### src/rtl/cache_control.sv
// cache_control: sequencer for a 2-way set-associative, write-back,
// write-allocate cache. Hits finish in IDLE in the request cycle. A miss
// writes the dirty victim back if needed, then fills the LRU way. It then
// returns to IDLE, where the held request is re-evaluated and hits.
// Saturating hit/miss/write-back counters are kept for performance analysis.
module cache_control #(
    parameter int CNT_WIDTH = 16
) (
    input  logic                 clk,
    input  logic                 rst_n,
    input  logic                 mem_read,
    input  logic                 mem_write,
    output logic                 mem_resp,
    input  logic                 is_hit,
    input  logic                 hit_sel,
    input  logic                 valid,
    input  logic                 victim_valid,
    input  logic                 victim_dirty,
    input  logic                 lru,
    input  logic                 pmem_resp,
    output logic                 pmem_read,
    output logic                 pmem_write,
    output logic                 pmem_addr_sel,
    output logic                 w_data_en,
    output logic                 w_tag_en,
    output logic                 w_valid_en,
    output logic                 w_dirty_en,
    output logic                 w_lru_en,
    output logic                 din_valid,
    output logic                 din_dirty,
    output logic                 din_lru,
    input  logic                 clr_stats,
    output logic [CNT_WIDTH-1:0] hit_count,
    output logic [CNT_WIDTH-1:0] miss_count,
    output logic [CNT_WIDTH-1:0] wb_count
);

    typedef enum logic [1:0] {
        IDLE      = 2'd0,
        WRITEBACK = 2'd1,
        FILL      = 2'd2
    } state_t;

    state_t state;
    logic   hit;
    logic   req;
    logic   miss;
    logic   wb_done;
    logic   unused_lru;

    assign hit     = is_hit & valid;
    assign req     = mem_read | mem_write;
    assign miss    = (state == IDLE) & req & ~hit;
    assign wb_done = (state == WRITEBACK) & pmem_resp;

    // The datapath's fill-way mux uses lru directly.
    // The sequencer never needs the value itself.
    assign unused_lru = lru;

    function automatic logic [CNT_WIDTH-1:0] sat_inc(input logic [CNT_WIDTH-1:0] v,
                                                     input logic                 en);
        return (en && (v != '1)) ? v + CNT_WIDTH'(1) : v;
    endfunction

    // Sequencing: leave WRITEBACK/FILL only on pmem_resp. Reset abandons a transfer.
    always_ff @(posedge clk or negedge rst_n) begin
        if (!rst_n) begin
            state <= IDLE;
        end else begin
            case (state)
                IDLE:      if (miss) state <= (victim_valid & victim_dirty) ? WRITEBACK : FILL;
                WRITEBACK: if (pmem_resp) state <= FILL;
                FILL:      if (pmem_resp) state <= IDLE;
                default:   state <= IDLE;
            endcase
        end
    end

    // Output decode: Mealy on hit in IDLE, and state-decoded elsewhere.
    // pmem_read/pmem_write depend only on state, never on pmem_resp.
    always_comb begin
        mem_resp      = 1'b0;
        pmem_read     = 1'b0;
        pmem_write    = 1'b0;
        pmem_addr_sel = 1'b0;
        w_data_en     = 1'b0;
        w_tag_en      = 1'b0;
        w_valid_en    = 1'b0;
        w_dirty_en    = 1'b0;
        w_lru_en      = 1'b0;
        din_valid     = 1'b0;
        din_dirty     = 1'b0;
        din_lru       = 1'b0;
        case (state)
            IDLE: begin
                // rst_n gating keeps every output quiet while reset is held
                if (rst_n && req && hit) begin
                    mem_resp = 1'b1;
                    w_lru_en = 1'b1;
                    din_lru  = ~hit_sel;
                    if (mem_write) begin
                        w_data_en  = 1'b1;
                        w_dirty_en = 1'b1;
                        din_dirty  = 1'b1;
                    end
                end
            end
            WRITEBACK: begin
                pmem_write    = 1'b1;
                pmem_addr_sel = 1'b1;
            end
            FILL: begin
                pmem_read = 1'b1;
                if (pmem_resp) begin
                    w_data_en  = 1'b1;
                    w_tag_en   = 1'b1;
                    w_valid_en = 1'b1;
                    w_dirty_en = 1'b1;
                    din_valid  = 1'b1;
                end
            end
            default: ;
        endcase
    end

    // Statistics counters: they saturate at all-ones, and a clear beats an increment.
    always_ff @(posedge clk or negedge rst_n) begin
        if (!rst_n) begin
            hit_count  <= '0;
            miss_count <= '0;
            wb_count   <= '0;
        end else if (clr_stats) begin
            hit_count  <= '0;
            miss_count <= '0;
            wb_count   <= '0;
        end else begin
            hit_count  <= sat_inc(hit_count, mem_resp);
            miss_count <= sat_inc(miss_count, miss);
            wb_count   <= sat_inc(wb_count, wb_done);
        end
    end

endmodule

### config.mk
export PLATFORM = sky130hd
export DESIGN_NAME = cache_control
export DESIGN_NICKNAME = d
export VERILOG_FILES = /design/src/rtl/cache_control.sv
export SDC_FILE = /design/constraint.sdc
export NUM_CORES = 1
export LEC_CHECK = 0
export CORE_MARGIN = 2
export CORE_UTILIZATION = 50
export DETAILED_ROUTE_END_ITERATION = 10
export GPL_ROUTABILITY_DRIVEN = 0
export PLACE_DENSITY = 0.82
export SLEW_MARGIN = 20
export SYNTH_ARGS = -nofsm -noshare
export SYNTH_HDL_FRONTEND = slang
export SYNTH_SLANG_ARGS = --single-unit
export TNS_END_PERCENT = 30
### constraint.sdc
create_clock -name clk -period 3.8 [get_ports clk]
set_input_delay 0.76 -clock clk [delete_from_list [all_inputs] [get_ports clk]]
set_output_delay 0.76 -clock clk [all_outputs]
set_load 0.02 [all_outputs]
Word level (Yosys, flattened, before mapping) --
Cells that the tools add are included.
Operators by class: add/subtract/negate cells 3, equal/unequal tests 8, multiplexer cells 23, bitwise gates (word level) 8, reduce and logical (&&, ||, !) cells 10
Operator list (number):
- 2-to-1 mux 16 bit | 6
- adder 16 x 1 -> 16 bit (second input constant) | 3
- != test 16 bit (second input constant) | 3
- 2-to-1 mux 1 bit | 11
- 2-to-1 mux 2 bit | 4
- != test 2 bit (second input constant) | 3
- case mux 2 bit (3 select lines) | 1
- nonzero test 2 bit | 3
- bitwise AND 1 bit | 5
- logical AND 1 bit | 5
- AND reduction 3 bit | 1
- equality test 2 x 1 -> 1 bit (second input constant) | 1
- equality test 2 bit (second input constant) | 1
- zero test 2 bit | 1
- inverter 1 bit | 2
- case mux 1 bit (2 select lines) | 1
- bitwise OR 1 bit | 1
Storage, ports and cells: register bits after elaboration 50, bits of input ports 12, output and inout bits 60, logic and storage cells 56

Depth between registers and ports, before layout --
Gate-level depths: netlist (run 1).
word-level depth 8, depth in mapped cells 7, depth with buffers taken out 6

Worst setup path before layout (run 1) --
No wires, ideal clock.
path kind in2out, start point input mem_read, end point output w_dirty_en, data arrival time 2254 ps, data required time 3040 ps, setup slack 786 ps, cell stages on the path 7, cells stage by stage nor2_1 or4_1 buf_2 inv_2 and2_1 or2_2 buf_4
Between the ends: cells in the longest elaborated chain, start to end 5
RTL lines:
- start, declared | line 11 | input logic mem_read,
- bitwise OR 1 bit | line 52 | assign req = mem_read | mem_write;
- logical AND 1 bit (2 in series) | line 97 | if (rst_n && req && hit) begin
- 2-to-1 mux 1 bit
- case mux 1 bit (2 select lines)
- end, declared | line 27 | output logic w_dirty_en,
No other way between the ends.

Worst setup path after layout (run 1) --
start point input mem_write, end point output w_data_en
Between the ends: cells in the longest elaborated chain, start to end 5, elaborated cells between the ends (all ways) 6, those cells by class 3 x mux; 1 x bitwise; 2 x reduce/logical
RTL lines:
- start, declared | line 12 | input logic mem_write,
- bitwise OR 1 bit | line 52
- logical AND 1 bit (2 in series) | line 97
- 2-to-1 mux 1 bit * | line 97
- case mux 1 bit (2 select lines) * | line 94 | case (state)
- end, declared | line 24 | output logic w_data_en,
Every way passes the cells marked *; elsewhere a longest branch is shown, timed or not.

==> impl_metrics.ini, run 1 <==
[global_route]
antenna_found_initial = 0
grt_pass1_wl_um = 10900
grt-ovfl-total = 0
track_usage_pct = 22.1
grt_max_degree = 51
first_global_vias = 2427

[synthesis]
synth_compound_gate_area_share_pct = 9.71
synth.distinct_cells = 42
seq_area_frac_synth_pct = 45.2
ys.flop_type = dfrtp_1
synth_xor_area_share_pct = 8.85
syn_area_um2 = 2770
yosys_warnings = 0
synth_fp_nets = 319
async_flop_share_pct = 100
avgSynthCellArea_um2 = 9.11
synth_top_family_by_area = simple AND/OR/NAND/NOR gates
synthSimpleGateAreaFrac_pct = 28.6
ys_ff_latch = 50
synthMuxAreaShare_pct = 2.17
yosys.area_share.adder_pct = 1.36
synth-edff-count = 0
syn_inst = 304

[place]
io_buffers = 70
hpwl_um = 4660
dp_cells = 438

[detailed_routing]
wl_um = 6480
firstDrtPassIters = 4
vias = 2539
viasPerCell = 5.69
drc = 0
drtIter0Drc = 153
postRouteAntennaNets = 0
avgRoutedWirePerCell_um = 14.5

[critical_path]
crit_arrival_ns = 2.78
rrSetupSlack_ns = 1.63
worst_setup_path_start_kind = primary input
cp_num_buf_inv = 3
cpMaxStageDelayCell = clkdlybuf4s50_1
r2r-start = wb_count[5]
crit_path_end_kind = output pin
required_ns = 3.04
cp_cell_sequence = clkdlybuf4s50_1 > nor2_1 > or4_1 > inv_2 > and2_1 > or2_2 > clkdlybuf4s50_1
reg2reg_to = wb_count[13]
crit_type = primary input to output pin
path_common_cell = clkdlybuf4s50_1
path_delay_family = buffers and inverters
cpPeakStageDelay_ns = 0.61
ff2ff_path_depth = 6
critPathMaxFanout = 4

[clock_network]
clock_sinks = 50
holdBufCountCts = 0
cts_max_level = 2
post_cts_resized = 0
path_clk_slew_ns = 0.09
post_cts_buffers = 0
numCtsBuffers = 5
worstSkewPairLatency_ns = 0.30
cts_root_buffer = clkbuf_8
cts_tree = done
cts_max_path_buffers = 2

[sta]
report.final.slew_viol_count = 0
setup_viol = 0
finalCriticalPeriod_ns = 3.54
rsz0062_at_grt = false
hold_slack_ns = 0.543
hold_viol = 0
fmax_mhz = 283
finalSetupTns_ns = 0
min_period_over_period_pct = 93.1
worst_pin_slew_ns = 0.743
slew-limit-headroom_pct = 50.0
fin_skew_ns = 0.00598

[die]
ioPinCount = 72
core_area_um2 = 5440
initial_core_util_pct = 50.9
num_rows = 27
die_y_um = 78.4
die_area_um2 = 6150
die_w_um = 78.4

[final_layout]
stdcell_count = 446
antennaDiodeCount = 0
fin_util_pct = 66.3
area_growth_pct = 30.3
drive_gt1_share_pct = 5.61
final_common_cell = clkdlybuf4s50_1
fin_nets = 388
mostFrequentLayoutCells = 69 x clkdlybuf4s50_1, 50 x dfrtp_1, 46 x nor2_1

[pwr]
clockPowerShare_pct = 28.4
leakage_nw = 1.45
switching_share_pct = 29.2
combPwrFrac_pct = 21.0
p_int_mw = 0.800
power_density_nw_per_um2 = 313
power_frac_seq_pct = 50.6
ir_worst_vdd_mv = 0.242
total_power_mw = 1.13
netSwitchingPower_mw = 0.331

[run_status]
outcome = complete, no violations

[job]
cap_violations = 0

[worst_hold_path]
min_to = miss_count[6]
holdPathStages = 1
hold_path_class = flop to flop
hp-start = miss_count[6]
layout make-up:
class | instances | area [µm²]
fill | 452 | 1830
sequential | 50 | 1250
multi-input combinational | 231 | 1410
clock inverter | 1 | 5.00
timing repair buffer | 75 | 733
inverter | 10 | 37.5
tap | 72 | 90.1
clock buffer | 7 | 86.3
registers in the layout (all words and copies together) (netlist names):
signal	flops
hit_count	16
miss_count	16
state	2
wb_count	16
logic make-up (layout without fill, tap and decap cells):
group,count (synthesis),in the layout
simple gates,153,153
flops,50,50
compound gates,41,41
xor+xnor,28,28
buf+inv,23,93
mux,6,6
fa+ha+maj,3,3
worst reg2reg max path: cells and delay by family, from the launching register on:
family,cells,cell delay (ns)
simple gates,4,1.22
xor+xnor,1,0.12
buf+inv,1,0.27
flops,1,0.44
through the flow:
step | cell area (µm²) | setup WS [ns]
after global placement | 3520 | 0.283
after global routing | 3610 | 0.190
final | 3610 | 0.264
after CTS | 3610 | 0.257
after detailed placement | 3520 | 0.263
after floorplan | 2770 | 0.786
cells in the mapped netlist, types with 4 or more instances:
| library cell | number | share of area (%) |
|---|---|---|
| dfrtp_1 | 50 | 45 |
| nor2_1 | 46 | 6.2 |
| nand3_1 | 21 | 3.8 |
| xnor2_1 | 19 | 6.0 |
| nand2_1 | 16 | 2.2 |
| nor3_1 | 12 | 2.2 |
| a21oi_1 | 11 | 2.0 |
| and3_1 | 11 | 2.5 |
| nand4_1 | 11 | 2.5 |
| o21ai_0 | 11 | 2.0 |
| xor2_1 | 9 | 2.8 |
| inv_1 | 8 | 1.1 |
| nor4_1 | 7 | 1.6 |
| or3_1 | 7 | 1.6 |
| clkbuf_1 | 6 | 0.81 |
| mux2i_1 | 6 | 2.2 |
| buf_4 | 5 | 1.4 |
| o211ai_1 | 5 | 1.4 |
| nor3b_1 | 4 | 1.1 |
| or4_1 | 4 | 1.1 |
how the worst max path moves through the flow:
stage	slack (ns)	depth (start not counted)	end	from
floorplan	0.79	7	w_dirty_en	mem_read
global placement	0.28	7	w_data_en	mem_write
detailed placement	0.26	7	w_data_en	mem_write
CTS	0.26	7	w_data_en	mem_write
global route	0.19	7	w_data_en	mem_write
finish	0.26	7	w_data_en	mem_write
power groups by stage:
stage | Combinational (mW) | Clock, mW | Sequential, mW
floorplan | 0.134 | 0 | 0.585
global placement | 0.232 | 0 | 0.580
detailed placement | 0.238 | 0 | 0.581
CTS | 0.239 | 0.335 | 0.571
global route | 0.255 | 0.355 | 0.577
finish | 0.238 | 0.321 | 0.572
layer usage:
layer  GRT usage, %  up-vias  wire [µm]
met5              0        -          0
met2           38.8       75       3280
met4           5.96        0         40
li1               -     1227          -
met1           28.0     1231       2880
met3           4.02        6        273
(Power assumes the default switching activity.)
==> run 2: changes to the inputs <==
--- a/config.mk
+++ b/config.mk
@@ -5,6 +5,7 @@
 export SDC_FILE = /design/constraint.sdc
 export NUM_CORES = 1
 export LEC_CHECK = 0
+export CAP_MARGIN = 20
 export CORE_MARGIN = 2
 export CORE_UTILIZATION = 50
 export DETAILED_ROUTE_END_ITERATION = 10
==> results of run 2 <==
The final DEF is identical to that of run 1; final timing and power are the same.
